### src/rtl/apb4_archinfo_ext_if.sv
// rtl/apb4_archinfo_ext_if.sv - APB4 bus bundle for the architecture-information slave
interface apb4_archinfo_ext_if;
    logic [31:0] paddr;
    logic        psel;
    logic        penable;
    logic        pwrite;
    logic [31:0] pwdata;
    logic [3:0]  pstrb;
    logic [31:0] prdata;
    logic        pready;
    logic        pslverr;

    modport master (
        output paddr, psel, penable, pwrite, pwdata, pstrb,
        input  prdata, pready, pslverr
    );

    modport slave (
        input  paddr, psel, penable, pwrite, pwdata, pstrb,
        output prdata, pready, pslverr
    );
endinterface

### src/rtl/apb4_archinfo_ext.sv
// rtl/apb4_archinfo_ext.sv - APB4 architecture-information slave with lockable IDs and uptime counter
module apb4_archinfo_ext #(
    parameter int unsigned SYS_WIDTH = 32,
    parameter int unsigned IDL_WIDTH = 32,
    parameter int unsigned IDH_WIDTH = 32,
    parameter logic [31:0] SYS_VAL   = 32'h0,
    parameter logic [31:0] IDL_VAL   = 32'h0,
    parameter logic [31:0] IDH_VAL   = 32'h0,
    parameter int unsigned NUM_USER  = 4,
    parameter int unsigned CNT_WIDTH = 64
) (
    input  logic                                          pclk,
    input  logic                                          preset,
    apb4_archinfo_ext_if.slave                            apb,
    input  logic [((NUM_USER > 0) ? NUM_USER : 1)*32-1:0] user_info_i,
    output logic                                          lock_o
);
    localparam logic [31:0] SYS_MASK = 32'((64'd1 << SYS_WIDTH) - 64'd1);
    localparam logic [31:0] IDL_MASK = 32'((64'd1 << IDL_WIDTH) - 64'd1);
    localparam logic [31:0] IDH_MASK = 32'((64'd1 << IDH_WIDTH) - 64'd1);

    localparam logic [3:0] OFF_SYS  = 4'd0;
    localparam logic [3:0] OFF_IDL  = 4'd1;
    localparam logic [3:0] OFF_IDH  = 4'd2;
    localparam logic [3:0] OFF_CTRL = 4'd3;
    localparam logic [3:0] OFF_CNTL = 4'd4;
    localparam logic [3:0] OFF_CNTH = 4'd5;
    localparam logic [3:0] OFF_SCR  = 4'd6;
    localparam logic [3:0] OFF_USR0 = 4'd7;

    logic [31:0]           sys_q, idl_q, idh_q, scratch_q;
    logic                  lock_q, cnt_en_q;
    logic [CNT_WIDTH-1:0]  cnt_q;
    logic [CNT_WIDTH-33:0] snap_q;

    logic [3:0]  offset;
    logic [3:0]  user_idx;
    logic        access, wr, rd, is_user, err;
    logic [31:0] wmask, rd_val;
    logic [31:0] user_words [8];
    logic        unused_paddr;

    assign offset       = apb.paddr[5:2];
    assign unused_paddr = ^{apb.paddr[31:6], apb.paddr[1:0]};
    assign access       = apb.psel & apb.penable;
    assign wr           = access & apb.pwrite;
    assign rd           = access & ~apb.pwrite;
    assign wmask        = {{8{apb.pstrb[3]}}, {8{apb.pstrb[2]}}, {8{apb.pstrb[1]}}, {8{apb.pstrb[0]}}};
    assign user_idx     = offset - OFF_USR0;
    assign is_user      = (offset >= OFF_USR0) && (offset != 4'd15) && (32'(user_idx) < NUM_USER);

    for (genvar g = 0; g < 8; g++) begin : g_user
        if (g < NUM_USER) begin : g_on
            assign user_words[g] = user_info_i[g*32 +: 32];
        end else begin : g_off
            assign user_words[g] = 32'h0;
        end
    end

    always_comb begin
        rd_val = 32'h0;
        err    = 1'b0;
        case (offset)
            OFF_SYS:  begin rd_val = sys_q; err = wr & lock_q; end
            OFF_IDL:  begin rd_val = idl_q; err = wr & lock_q; end
            OFF_IDH:  begin rd_val = idh_q; err = wr & lock_q; end
            OFF_CTRL: rd_val = {30'h0, cnt_en_q, lock_q};
            OFF_CNTL: begin rd_val = cnt_q[31:0]; err = wr; end
            OFF_CNTH: begin rd_val = 32'(snap_q); err = wr; end
            OFF_SCR:  rd_val = scratch_q;
            default: begin
                if (is_user) begin
                    rd_val = user_words[user_idx[2:0]];
                    err    = wr;
                end else begin
                    err = 1'b1;
                end
            end
        endcase
    end

    assign apb.pslverr = access & err;
    assign apb.prdata  = (rd && !err) ? rd_val : 32'h0;
    assign apb.pready  = 1'b1;
    assign lock_o      = lock_q;

    always_ff @(posedge pclk) begin
        if (preset) begin
            sys_q     <= SYS_VAL & SYS_MASK;
            idl_q     <= IDL_VAL & IDL_MASK;
            idh_q     <= IDH_VAL & IDH_MASK;
            scratch_q <= 32'h0;
            lock_q    <= 1'b0;
            cnt_en_q  <= 1'b1;
            cnt_q     <= '0;
            snap_q    <= '0;
        end else begin
            if (wr && !err) begin
                case (offset)
                    OFF_SYS:  sys_q     <= ((sys_q & ~wmask) | (apb.pwdata & wmask)) & SYS_MASK;
                    OFF_IDL:  idl_q     <= ((idl_q & ~wmask) | (apb.pwdata & wmask)) & IDL_MASK;
                    OFF_IDH:  idh_q     <= ((idh_q & ~wmask) | (apb.pwdata & wmask)) & IDH_MASK;
                    OFF_SCR:  scratch_q <= (scratch_q & ~wmask) | (apb.pwdata & wmask);
                    OFF_CTRL: begin
                        if (apb.pstrb[0]) begin
                            lock_q   <= lock_q | apb.pwdata[0];
                            cnt_en_q <= apb.pwdata[1];
                        end
                    end
                    default: ;
                endcase
            end
            // Reading the low word freezes the high word so a CNTL/CNTH pair is coherent.
            if (rd && offset == OFF_CNTL) begin
                snap_q <= cnt_q[CNT_WIDTH-1:32];
            end
            if (wr && offset == OFF_CTRL && apb.pstrb[0] && apb.pwdata[2]) begin
                cnt_q <= '0;
            end else if (cnt_en_q) begin
                cnt_q <= cnt_q + {{(CNT_WIDTH-1){1'b0}}, 1'b1};
            end
        end
    end
endmodule

### src/flat_wrapper.sv
// flat-port wrapper written by rule: the top's interface ports become plain ports
module apb4_archinfo_ext_flat 
#(
    parameter int unsigned SYS_WIDTH = 32,
    parameter int unsigned IDL_WIDTH = 32,
    parameter int unsigned IDH_WIDTH = 32,
    parameter logic [31:0] SYS_VAL   = 32'h0,
    parameter logic [31:0] IDL_VAL   = 32'h0,
    parameter logic [31:0] IDH_VAL   = 32'h0,
    parameter int unsigned NUM_USER  = 4,
    parameter int unsigned CNT_WIDTH = 64
)
  (pclk, preset, user_info_i, lock_o, apb_paddr, apb_psel, apb_penable, apb_pwrite, apb_pwdata, apb_pstrb, apb_prdata, apb_pready, apb_pslverr);
  apb4_archinfo_ext_if apb_i ();
  input  logic pclk;
  input  logic preset;
  input  logic [((NUM_USER > 0) ? NUM_USER : 1)*32-1:0] user_info_i;
  output logic lock_o;
  input wire logic [$bits(apb_i.paddr)-1:0] apb_paddr;
  input wire logic [$bits(apb_i.psel)-1:0] apb_psel;
  input wire logic [$bits(apb_i.penable)-1:0] apb_penable;
  input wire logic [$bits(apb_i.pwrite)-1:0] apb_pwrite;
  input wire logic [$bits(apb_i.pwdata)-1:0] apb_pwdata;
  input wire logic [$bits(apb_i.pstrb)-1:0] apb_pstrb;
  output wire logic [$bits(apb_i.prdata)-1:0] apb_prdata;
  output wire logic [$bits(apb_i.pready)-1:0] apb_pready;
  output wire logic [$bits(apb_i.pslverr)-1:0] apb_pslverr;
  assign apb_i.paddr = apb_paddr;
  assign apb_i.psel = apb_psel;
  assign apb_i.penable = apb_penable;
  assign apb_i.pwrite = apb_pwrite;
  assign apb_i.pwdata = apb_pwdata;
  assign apb_i.pstrb = apb_pstrb;
  assign apb_prdata = apb_i.prdata;
  assign apb_pready = apb_i.pready;
  assign apb_pslverr = apb_i.pslverr;
  apb4_archinfo_ext #(.SYS_WIDTH(SYS_WIDTH), .IDL_WIDTH(IDL_WIDTH), .IDH_WIDTH(IDH_WIDTH), .SYS_VAL(SYS_VAL), .IDL_VAL(IDL_VAL), .IDH_VAL(IDH_VAL), .NUM_USER(NUM_USER), .CNT_WIDTH(CNT_WIDTH)) u_core (.pclk(pclk), .preset(preset), .apb(apb_i), .user_info_i(user_info_i), .lock_o(lock_o));
endmodule
### config.mk
export PLATFORM = sky130hd
export DESIGN_NAME = apb4_archinfo_ext_flat
export DESIGN_NICKNAME = d
export VERILOG_FILES = /design/src/rtl/apb4_archinfo_ext_if.sv /design/src/rtl/apb4_archinfo_ext.sv /design/src/flat_wrapper.sv
export SDC_FILE = /design/constraint.sdc
export NUM_CORES = 1
export LEC_CHECK = 0
export ABC_AREA = 1
export BUFFER_PORTS_ARGS = -buffer_cell sky130_fd_sc_hd__buf_4
export CORE_MARGIN = 2
export CORE_UTILIZATION = 26
export CTS_CLUSTER_DIAMETER = 100
export DETAILED_ROUTE_END_ITERATION = 10
export PLACE_DENSITY = 0.44
export SLEW_MARGIN = 20
export SYNTH_ARGS = -nofsm -noshare
export SYNTH_HDL_FRONTEND = slang
export SYNTH_SLANG_ARGS = --single-unit
export TNS_END_PERCENT = 1
### constraint.sdc
create_clock -name pclk -period 6.5 [get_ports pclk]
set_input_delay 1.3 -clock pclk [delete_from_list [all_inputs] [get_ports pclk]]
set_output_delay 1.3 -clock pclk [all_outputs]
set_load 0.03 [all_outputs]
======== Yosys cells after proc, flatten, opt, wreduce, memory -nomap -nowiden ========
Index checks and enable logic that the tools add are counted.
word-level totals
  bits in registers ....................... 226
  output and inout port bits .............. 35
  bits of input ports ..................... 201
  logic and storage cells ................. 65
operators by class
  bitwise logic cells ..................... 18
  multiplexer cells ....................... 8
  order comparisons ....................... 3
  add/sub/neg operators ................... 2
  eq/ne operators ......................... 7
  reductions and logical operators ........ 19
operators with widths
  operator                                                                       count
  32-bit one-hot mux with 7 select lines                                         1
  32-bit bitwise AND                                                             5
  32-bit two-way mux                                                             4
  32-bit OR                                                                      4
  32-bit binary-select mux with 3-bit select                                     1
  64-bit by 1-bit adder with 64-bit output (second input constant)               1
  32-bit inverter                                                                1
  4-bit by 3-bit equality test with 1-bit output (second input constant)         3
  4-bit by 2-bit equality test with 1-bit output (second input constant)         2
  1-bit logical AND                                                              8
  2-bit AND reduction                                                            4
  2-bit OR reduction                                                             3
  1-bit bitwise AND                                                              5
  4-bit by 1-bit equality test with 1-bit output (second input constant)         1
  4-bit by 3-bit >= comparator with 1-bit output (second input constant)         1
  4-bit >= comparator (second input constant)                                    1
  4-bit logical NOT                                                              1
  4-bit by 3-bit less-than comparator with 1-bit output (second input constant)  1
  4-bit != test (second input constant)                                          1
  3-bit inverter with 4-bit output                                               1
  4-bit by 3-bit subtractor with 4-bit output (second input constant)            1
  1-bit one-hot mux with 3 select lines                                          1
  3-bit AND reduction                                                            1
  3-bit OR reduction                                                             1
  other kinds (4)                                                                4

======== Depth between registers and ports, before layout ========
Gate-level depths: netlist of the first run.
  word-level depth ........................ 8
  mapped depth ............................ 16
  gate-level depth less buffers ........... 11

======== Least setup slack after synthesis of the first run ========
Ideal clock, no wire load.
  path kind ............................... input port to output port
  start ................................... input apb_paddr[2]
  end ..................................... output apb_prdata[1]
  path buffers ............................ 4
  setup slack ............................. 1576 ps
  data required time ...................... 5200 ps
  stages .................................. 11
  arrival ................................. 3624 ps
  cells stage by stage .................... buf_2 -> inv_1 -> clkbuf_1 -> clkbuf_1 -> ha_1 -> o21ai_0 -> nand4_1 -> inv_1 -> clkbuf_1 -> nand3_1 -> a21oi_1
on the way
  word-level cells in the longest chain between the ends .. 8
  elaborated cells between the ends (all ways) .. 27
  classes of those cells .................. add/sub: 1; order compare: 2; eq/ne: 7; mux: 8; bitwise: 1; reduce/logical: 8
ends and longest elaborated chain
  what                                                                                                      RTL line                                          source
  start, declared                                                                                           flat_wrapper.sv:19                                input wire logic [$bits(apb_i.paddr)-1:0] apb_paddr;
  4-bit by 3-bit subtractor with 4-bit output, or another cell as far along                                 apb4_archinfo_ext.sv:49                           assign user_idx = offset - OFF_USR0;
  3-bit inverter with 4-bit output (not written as such), or another cell as far along                      apb4_archinfo_ext.sv:73                           rd_val = user_words[user_idx[2:0]];
  32-bit binary-select mux with 3-bit select / 1-bit logical AND (equally long branches)                    apb4_archinfo_ext.sv:73, apb4_archinfo_ext.sv:50
  32-bit two-way mux (not written as such) / 1-bit two-way mux (equally long branches)                      apb4_archinfo_ext.sv:73, apb4_archinfo_ext.sv:72
  32-bit two-way mux (not written as such) / 1-bit one-hot mux with 3 select lines (equally long branches)  apb4_archinfo_ext.sv:73, apb4_archinfo_ext.sv:63
  32-bit two-way mux / 1-bit logical NOT (equally long branches)                                            apb4_archinfo_ext.sv:72, apb4_archinfo_ext.sv:83
  32-bit one-hot mux with 7 select lines / 1-bit logical AND (equally long branches)                        apb4_archinfo_ext.sv:63, apb4_archinfo_ext.sv:83
  32-bit two-way mux (*)                                                                                    apb4_archinfo_ext.sv:83                           assign apb.prdata = (rd && !err) ? rd_val : 32'h0;
  end, declared                                                                                             flat_wrapper.sv:25                                output wire logic [$bits(apb_i.prdata)-1:0] apb_prdata;
Mark *: on every way between the ends. The rest lies on a longest branch, timed or not. The select of a mux whose other input is x is not followed.

======== Worst setup path after layout of the first run ========
  start ................................... input apb_paddr[2]
  end ..................................... output apb_prdata[0]
The elaborated chain is that of the path after synthesis.

==> results of run 1 <==
-- synthesized netlist by cell type, drive strengths merged --
cell     number  area share (%)
o221ai        2            0.14
nor3         22            0.86
nand4        30             2.6
o221a         1           0.088
buf          33             1.8
o21ai       145             5.6
o21a          2            0.12
inv         210             6.1
nor2        512              15
o22ai        64             3.1
nand3b        2            0.12
and3          2           0.097
ha            6            0.58
a21oi       109             4.2
dfxtp       226              35
and2          1           0.049
o2111ai       1           0.068
or3           1           0.049
conb          1           0.029
nand3       107             4.2
nor4          4            0.19
a31oi         2            0.15
nand2       529              15
xnor2         5            0.34
or2           3            0.15
clkbuf       70             2.0
xor2         14            0.95
nor3b         8            0.47
clkinv        3           0.088
-- tightest hold or removal path, cell delays in order, from the launching register on --
cell     delay, ns
dfxtp_1       0.33
nor2_1        0.05
nor2_1        0.07
-- cell usage in the layout (no fill, tap or decap), drive strengths merged --
cell / synthesis / final
nand3: 107 / 107
and3: 2 / 2
or3: 1 / 1
inv: 210 / 208
o2111ai: 1 / 1
clkbuf: 70 / 41
bufinv: 0 / 3
xnor2: 5 / 5
conb: 1 / 1
o21ai: 145 / 145
or2: 3 / 3
a21oi: 109 / 109
o221ai: 2 / 2
nand2: 529 / 529
o22ai: 64 / 64
xor2: 14 / 14
buf: 33 / 224
nor3b: 8 / 8
and2: 1 / 1
dfxtp: 226 / 226
ha: 6 / 6
nor4: 4 / 4
o221a: 1 / 1
nor3: 22 / 22
nand3b: 2 / 2
nand4: 30 / 30
nor2: 512 / 512
o21a: 2 / 2
a31oi: 2 / 2
clkinv: 3 / 7
-- metrics by stage --
step | setup slack [ns] | util (%) | cells | cell area (um2)
3_5_place_dp | 0.963 | 30.5 | 2900 | 14900
5_1_grt | 0.661 | 32.3 | 2946 | 15800
4_1_cts | 0.954 | 32.3 | 2946 | 15800
3_3_place_gp | 0.940 | 30.5 | 2900 | 14900
6_report | 0.977 | 32.3 | 2946 | 15800
2_1_floorplan | 1.58 | - | 2115 | 12900
-- routing by layer --
metal / vias to the layer above / wire length, um / share of wire [%] / global-route usage, %
met1: 6239 / 22400 / 47 / 24.7
li1: 7012 / - / - / -
met5: - / 0 / 0 / 0
met4: 0 / 705 / 1.5 / 3.84
met3: 37 / 2730 / 5.7 / 2.49
met2: 339 / 22300 / 46 / 31.3
-- where the power goes --
| part | switching, W | leakage [nW] | internal [W] | total, W |
|---|---|---|---|---|
| logic | 0.000228 | 4.76 | 0.000134 | 0.000363 |
| clock network | 0.000599 | 0.442 | 0.000954 | 0.00155 |
| registers | 0.00000396 | 1.82 | 0.00139 | 0.00139 |
| total | 0.000831 | 7.02 | 0.00248 | 0.00331 |
-- path summary, 6_finish.rpt --
check / from / endpoint
max: apb_paddr[2] / apb_prdata[0]
min: u_core.snap_q[31] / u_core.snap_q[31]
max reg2reg: u_core.cnt_en_q / u_core.cnt_q[56]
min reg2reg: u_core.snap_q[31] / u_core.snap_q[31]
-- cells by family (layout without fill, tap and decap cells) --
kind of cell,count (synthesis),in the layout
xor+xnor,19,19
flops,226,226
fa+ha+maj,6,6
simple gates,1221,1221
compound gates,326,326
other cells,1,1
buf+inv,316,483
-- final cells by class --
cell class	count	area, um2	area share, %
Clock buffer	41	798	5.05
Clock inverter	5	100	0.634
Inverter	213	802	5.08
Multi-Input combinational cell	1573	7050	44.6
Sequential cell	226	4520	28.6
Tap cell	664	831	5.26
Timing Repair Buffer	224	1690	10.7
==> out/results.txt, run 1 <==
WHS - 0.476 ns
area of the core - 48800 um2
# H-tree levels - 1
row count - 81
Layout Skew - 0.0213 ns
Compound-Gate Fraction of Synth Area - 13.5%
clk slew on worst S/H paths - 0.06 ns
Mapped Area - 12900 um2
CP Class - in -> out
Post-Synth Simple-Gate Area - 39.3%
Synth Area in Adders - 0.584%
Synth cell types - 40
Total Power - 0.00331 W
mux contribution to synthesized area - 0%
WP data arrival - 4.22 ns
GR Util All Layers - 18.4%
Max Buffers Root-to-Sink - 3
worst hold path type - reg -> reg
nets - 2471
combinational family with the most area after synthesis - simple AND/OR/NAND/NOR gates
I/O Buffers - 206
Crit. path cell count - 10
Die Span Y - 226 um
Max-slew headroom - 36.6%
TNS Setup - 0 ns
# IOs - 236
clock root cell - clkbuf_16
leak pwr - 7.02 nW
initial antenna violation count - 0
warnings from Yosys - 0
ant diodes - 0
final setup vio count - 0
total global routing overflow - 0
post-route DRC violation count - 0
XOR/XNOR Fraction of Synth Area - 1.29%
CTS Hold Bufs - 0
pwr/cell area - 209 nW/um2
starting density of the core - 26.3%
clk_lat worst skew - 0.55 ns
FILL cells - 5457
worst-path cell chain - buf_4 -> clkinv_1 -> ha_1 -> nand2_1 -> inv_1 -> nand2_1 -> o2111ai_1 -> nor3_1 -> nor2_1 -> buf_4
clk sink count - 226
Worst Path Required - 5.20 ns
Max Cap Viol - 0
largest net degree at the start of global routing - 104
syn avg cell area - 6.08 um2
Tmin final - 5.52 ns
setup bufs post-CTS - 0
Post-DP HPWL - 36100 um
register area share after synthesis - 35.2%
R2R setup slack - 3.72 ns
#FFs+latches synth - 226
share of layout cells above drive strength 1 - 12.6%
Final Wtd Congestion - 0.873
largest stage delay on the critical path - 0.56 ns
run status - finished, final reports clean
First DRT Iteration DRCs - 845
Final Hold Viols - 0
worst-path fanout max - 68
worst-margin pin slew - 0.950 ns
first-pass GRT wire length - 73600 um
Synth Instances - 2115
chip width - 226 um
CTS tree - yes
RSZ-0062 raised after global routing - false
critical path capture point type - primary output
worst-case reg-to-reg path depth - 7
post-CTS sizing - 0
slowest cell on the critical path - nand2_1
Peak supply drop - 179 uV
Setup crit start kind - input port
vias - 13600
number of global-route vias before repair - 12600
Top delay family on crit path - buffers and inverters
WHS Path Cells - 2
WL final - 48100 um
Avg WL per Cell - 16.3 um
Initial DRT Pass Iterations - 5
Slew Viols, Final - 0
area growth from synthesis to layout - 22.8%
CP Buf/Inv Count - 4
Routed Antenna Nets - 0
Final Cycle Share - 85.0%
Vias/cell - 4.63
CTS buffer count - 26
Post-Syn Nets - 2322
f_max - 181 MHz
die area - 51300 um2
(Power assumes the default switching activity.)
==> run 2, diff against run 1 <==
Settings changed: PLACE_DENSITY 0.44 to 0.46.
Clock period 6.5 ns to 4.7 ns, I/O delays scaled along.
==> out/results.txt, run 2 (same netlist as run 1, synthesis figures left out) <==
Vias/cell - 4.62 (was 4.63)
area growth from synthesis to layout - 22.6% (was 22.8%)
worst-path fanout max - 25 (was 68)
Worst Path Required - 3.76 ns (was 5.20 ns)
met3 Usage GRT - 2.62% (was 2.49%)
most used routing layer - met2 (unchanged)
Post-DP HPWL - 34900 um (was 36100 um)
initial antenna violation count - 1 (was 0)
critical path capture point type - primary output (unchanged)
CP Class - in -> out (unchanged)
Max-slew headroom - 36.3% (was 36.6%)
TNS Setup - 0 ns (unchanged)
starting density of the core - 26.3% (unchanged)
leading cell type in the layout, fill and taps excluded - nand2_1 (unchanged)
row count - 81 (unchanged)
Final Wtd Congestion - 0.911 (was 0.873)
clk_lat worst skew - 0.55 ns (about the same)
CTS Hold Bufs - 0 (unchanged)
area of the core - 48800 um2 (unchanged)
post-CTS sizing - 0 (unchanged)
Max Cap Viol - 0 (unchanged)
first-pass GRT wire length - 71000 um (was 73600 um)
vias - 13600 (about the same)
CTS tree - yes (unchanged)
Peak supply drop - 234 uV (was 179 uV)
Placed Cells - 2909 (was 2900)
grt met1 use - 23.2% (was 24.7%)
Setup crit start kind - input port (unchanged)
WL final - 46800 um (was 48100 um)
clk sink count - 226 (unchanged)
Tmin final - 4.07 ns
total global routing overflow - 0 (unchanged)
grt met2 use - 30.2% (was 31.3%)
final setup vio count - 0 (unchanged)
number of global-route vias before repair - 12400 (was 12600)
pwr/cell area - 281 nW/um2 (was 209 nW/um2)
chip width - 226 um (unchanged)
clk slew on worst S/H paths - 0.05 ns (was 0.06 ns)
commonest non-fill, non-tap cells in the layout - 528 x nand2_1, 509 x nor2_1, 233 x buf_4 (was 528 x nand2_1, 509 x nor2_1, 226 x dfxtp_1)
die area - 51300 um2 (unchanged)
Layout Skew - 0.0168 ns (was 0.0213 ns)
worst-margin pin slew - 0.956 ns (was 0.950 ns)
nets - 2480 (was 2471)
leak pwr - 7.03 nW (was 7.02 nW)
Slew Viols, Final - 0 (unchanged)
setup bufs post-CTS - 0 (unchanged)
largest net degree at the start of global routing - 65 (was 104)
First DRT Iteration DRCs - 869 (was 845)
GR Util All Layers - 17.7% (was 18.4%)
Avg WL per Cell - 15.8 um (was 16.3 um)
Final Cycle Share - 86.6%
Max Buffers Root-to-Sink - 3 (unchanged)
FILL cells - 5469 (was 5457)
post-route DRC violation count - 0 (unchanged)
Final Hold Viols - 0 (unchanged)
clock root cell - clkbuf_16 (unchanged)
Layout Cells excl Fill - 2955 (was 2946)
Initial DRT Pass Iterations - 7 (was 5)
worst hold path type - reg -> reg (unchanged)
share of layout cells above drive strength 1 - 12.7% (was 12.6%)
# IOs - 236 (unchanged)
run status - finished, final reports clean (unchanged)
CTS buffer count - 26 (unchanged)
# H-tree levels - 1 (unchanged)
RSZ-0062 raised after global routing - false (unchanged)
Routed Antenna Nets - 0 (unchanged)
f_max - 246 MHz
WP data arrival - 3.13 ns (was 4.22 ns)
I/O Buffers - 206 (unchanged)
Die Span Y - 226 um (unchanged)
## run 2: cell types whose count changed in the layout (fill, tap and decap cells not counted), sizes merged
cell	delta
buf	+9
bufinv	-2
clkbuf	+2
clkinv	-2
diode	+1
inv	+1
## run 2: worst paths after layout
kind | cells past startpoint | from | slack, ns | to
max | 10 | apb_paddr[2] | 0.63 | apb_prdata[1]
min | 2 | u_core.snap_q[26] | 0.47 | u_core.snap_q[26]
max reg2reg | 9 | u_core.cnt_q[16] | 2.17 | u_core.cnt_q[51]
min reg2reg | 2 | u_core.snap_q[26] | 0.47 | u_core.snap_q[26]
## run 2: critical path: stages
cell and delay (ns):
buf_4 0.11, clkinv_1 0.12, ha_1 0.29, o21ai_0 0.30, nand2_1 0.18, o21ai_0 0.28
nand2_1 0.25, buf_4 0.29, a21oi_1 0.17, buf_4 0.18
## run 2: layer usage
metal | routed length (um) | vias to the layer above
met5 | 0 | -
met4 | 880 | 0
met3 | 2780 | 51
met2 | 21600 | 355
met1 | 21500 | 6202
li1 | - | 7035
## run 2: where the power goes
part           switching (W)  leakage, nW  internal, W
clock               0.000823        0.398      0.00117
sequential        0.00000539         1.82      0.00192
combinational       0.000318         4.81     0.000191
total                0.00115         7.03      0.00328
## run 2: cell type report
| cell class | count | area [um2] | share of cell area, % |
|---|---|---|---|
| antenna | 1 | 2.50 | 0.0159 |
| clock buffer | 43 | 774 | 4.91 |
| clock inverter | 2 | 46.3 | 0.293 |
| inverter | 213 | 802 | 5.08 |
| multi-input combinational | 1573 | 7050 | 44.7 |
| sequential | 226 | 4520 | 28.7 |
| tap | 664 | 831 | 5.27 |
| timing repair buffer | 233 | 1750 | 11.1 |
## run 2: per-stage QoR
stage	worst slack [ns]	hold slack [ns]	power [W]	area, um2	util, %
after global placement	0.717	0.461	0.00248	15000	30.6
after floorplan	0.496	0.430	0.00222	12900	-
after global routing	0.368	0.494	0.00462	15800	32.3
final	0.631	0.468	0.00443	15800	32.3
after CTS	0.658	0.478	0.00450	15800	32.3
after detailed placement	0.665	0.464	0.00248	15000	30.6
==> run 3, diff against run 2 <==
Settings changed: PLACE_DENSITY 0.46 to 0.44.
Clock period 4.7 ns to 5.1 ns, I/O delays scaled along.
==> out/results.txt, run 3 (same netlist as run 1, synthesis figures left out) <==
CTS tree - yes (unchanged)
Layout Skew - 0.00608 ns (was 0.0168 ns)
WL final - 48500 um (was 46800 um)
Seq pwr share - 42.8% (was 43.5%)
Setup crit start kind - input port (unchanged)
RSZ-0062 raised after global routing - false (unchanged)
ant diodes - 0 (was 1)
R2R setup slack - 2.57 ns (was 2.17 ns)
CP Capture Point - apb_prdata[0] (was apb_prdata[1])
CTS buffer count - 27 (was 26)
worst-margin pin slew - 1.09 ns (was 0.956 ns)
CP startpoint - apb_paddr[2] (unchanged)
row count - 81 (unchanged)
pwr/cell area - 263 nW/um2 (was 281 nW/um2)
Crit. path cell count - 11 (was 10)
First DRT Iteration DRCs - 821 (was 869)
total global routing overflow - 0 (unchanged)
Final Hold Viols - 0 (unchanged)
WP data arrival - 3.24 ns (was 3.13 ns)
Slew Viols, Final - 0 (unchanged)
CTS Hold Bufs - 0 (unchanged)
clk slew on worst S/H paths - 0.06 ns (was 0.05 ns)
r2r endpoint - u_core.cnt_q[51] (unchanged)
Post-DP HPWL - 36500 um (was 34900 um)
commonest non-fill, non-tap cells in the layout - 528 x nand2_1, 509 x nor2_1, 226 x dfxtp_1, 226 x buf_4, 205 x inv_1 (was 528 x nand2_1, 509 x nor2_1, 233 x buf_4)
Vias/cell - 4.65 (was 4.62)
Final Cycle Share - 83.4%
Max Cap Viol - 0 (unchanged)
P_int - 0.00306 W (was 0.00328 W)
Tmin final - 4.26 ns
area of the core - 48800 um2 (unchanged)
GR Util All Layers - 18.4% (was 17.7%)
run status - finished, final reports clean (unchanged)
nets - 2477 (was 2480)
Peak supply drop - 279 uV (was 234 uV)
die area - 51300 um2 (unchanged)
clk sink count - 226 (unchanged)
Top delay family on crit path - buffers and inverters (was compound AO/OA/AOI/OAI gates)
Worst path most repeated cell - buf_4 (unchanged)
Avg WL per Cell - 16.4 um (was 15.8 um)
area growth from synthesis to layout - 22.9% (was 22.6%)
starting density of the core - 26.3% (unchanged)
Worst Path Required - 4.08 ns (was 3.76 ns)
setup bufs post-CTS - 0 (unchanged)
# IOs - 236 (unchanged)
f_max - 235 MHz
Worst R2R Start - u_core.cnt_q[15] (was u_core.cnt_q[16])
final setup vio count - 0 (unchanged)
switching pwr - 0.00109 W (was 0.00115 W)
# H-tree levels - 1 (unchanged)
switching part of the total - 26.3% (was 25.9%)
vias - 13700 (was 13600)
Max-slew headroom - 26.9% (was 36.3%)
post-route DRC violation count - 0 (unchanged)
leading cell type in the layout, fill and taps excluded - nand2_1 (unchanged)
Die Span Y - 226 um (unchanged)
slowest cell on the critical path - buf_4 (was o21ai_0)
Routed Antenna Nets - 0 (unchanged)
worst hold path type - reg -> reg (unchanged)
worst-path fanout max - 65 (was 25)
clk_lat worst skew - 0.55 ns (about the same)
CP Class - in -> out (unchanged)
worst-case reg-to-reg path depth - 9 (unchanged)
Total Power - 0.00415 W (was 0.00443 W)
TNS Setup - 0 ns (unchanged)
post-CTS sizing - 0 (unchanged)
chip width - 226 um (unchanged)
initial antenna violation count - 0 (was 1)
Comb power frac - 11.3% (was 11.5%)
Clk network pwr share - 45.9% (was 45.0%)
clock root cell - clkbuf_16 (unchanged)
largest stage delay on the critical path - 0.49 ns (was 0.30 ns)
Max Buffers Root-to-Sink - 3 (unchanged)
Initial DRT Pass Iterations - 5 (was 7)
number of global-route vias before repair - 12600 (was 12400)
leak pwr - 7.05 nW (was 7.03 nW)
Final Wtd Congestion - 0.894 (was 0.911)
worst-path cell chain - buf_4 -> buf_4 -> nand3_1 -> o21ai_2 -> buf_4 -> o21ai_0 -> o21ai_0 -> nand2_1 -> buf_4 -> nor2_1 -> buf_4 (was buf_4 -> clkinv_1 -> ha_1 -> o21ai_0 -> nand2_1 -> o21ai_0 -> nand2_1 -> buf_4 -> a21oi_1 -> buf_4)
first-pass GRT wire length - 73400 um (was 71000 um)
I/O Buffers - 206 (unchanged)
critical path capture point type - primary output (unchanged)
largest net degree at the start of global routing - 74 (was 65)
CP Buf/Inv Count - 5 (was 4)
share of layout cells above drive strength 1 - 12.8% (was 12.7%)
[run 3: cell types whose count changed in the layout (fill, tap and decap cells not counted), sizes merged]
| cell | change |
|---|---|
| clkinv | +6 |
| diode | -1 |
| bufinv | +1 |
| inv | +1 |
| clkinvlp | +1 |
| clkbuf | -7 |
| buf | -4 |
[run 3: worst min-delay path by stage]
stage / cells after the start / slack (ns) / from / to
3_5_place_dp: 2 / 0.47 / u_core.snap_q[0] / u_core.snap_q[0]
3_3_place_gp: 2 / 0.45 / u_core.snap_q[0] / u_core.snap_q[0]
4_1_cts: 2 / 0.49 / u_core.snap_q[0] / u_core.snap_q[0]
6_report: 2 / 0.48 / u_core.snap_q[31] / u_core.snap_q[31]
2_1_floorplan: 2 / 0.43 / u_core.snap_q[30] / u_core.snap_q[30]
5_1_grt: 2 / 0.51 / u_core.snap_q[26] / u_core.snap_q[26]
[run 3: tightest hold or removal path: stages (launching register included)]
cell	delay (ns)
dfxtp_1	0.33
nor2_1	0.05
nor2_1	0.07
[run 3: metrics by stage]
step / instances / hold WS, ns / cell area [um2] / util (%) / worst slack (ns)
finish: 2952 / 0.480 / 15800 / 32.4 / 0.845
global route: 2952 / 0.513 / 15800 / 32.4 / 0.588
CTS: 2952 / 0.488 / 15800 / 32.4 / 0.832
detailed placement: 2905 / 0.471 / 15000 / 30.6 / 0.830
global placement: 2905 / 0.453 / 15000 / 30.6 / 0.803
floorplan: 2115 / 0.430 / 12900 / - / 0.736
[run 3: final cells by class]
cell class	count	area, um2
Fill cell	5395	33000
Clock buffer	36	739
Sequential cell	226	4520
Multi-Input combinational cell	1573	7050
Timing Repair Buffer	229	1760
Tap cell	664	831
Clock inverter	11	115
Inverter	213	802
[run 3: layer usage]
layer,part of all wire [%],routed length [um],up-vias,GRT usage [%]
met5,0,0,-,0
met4,1.5,735,0,3.78
met3,5.5,2670,36,2.28
met2,46,22200,357,31.3
met1,47,22900,6311,25.0
li1,-,-,7014,-
[run 3: power groups by stage]
stage          clock, W  combinational, W  sequential (W)
6_report        0.00191          0.000469         0.00178
5_1_grt         0.00204          0.000514         0.00178
4_1_cts         0.00198          0.000474         0.00178
3_5_place_dp          0          0.000472         0.00181
3_3_place_gp          0          0.000470         0.00181
2_1_floorplan         0          0.000235         0.00181
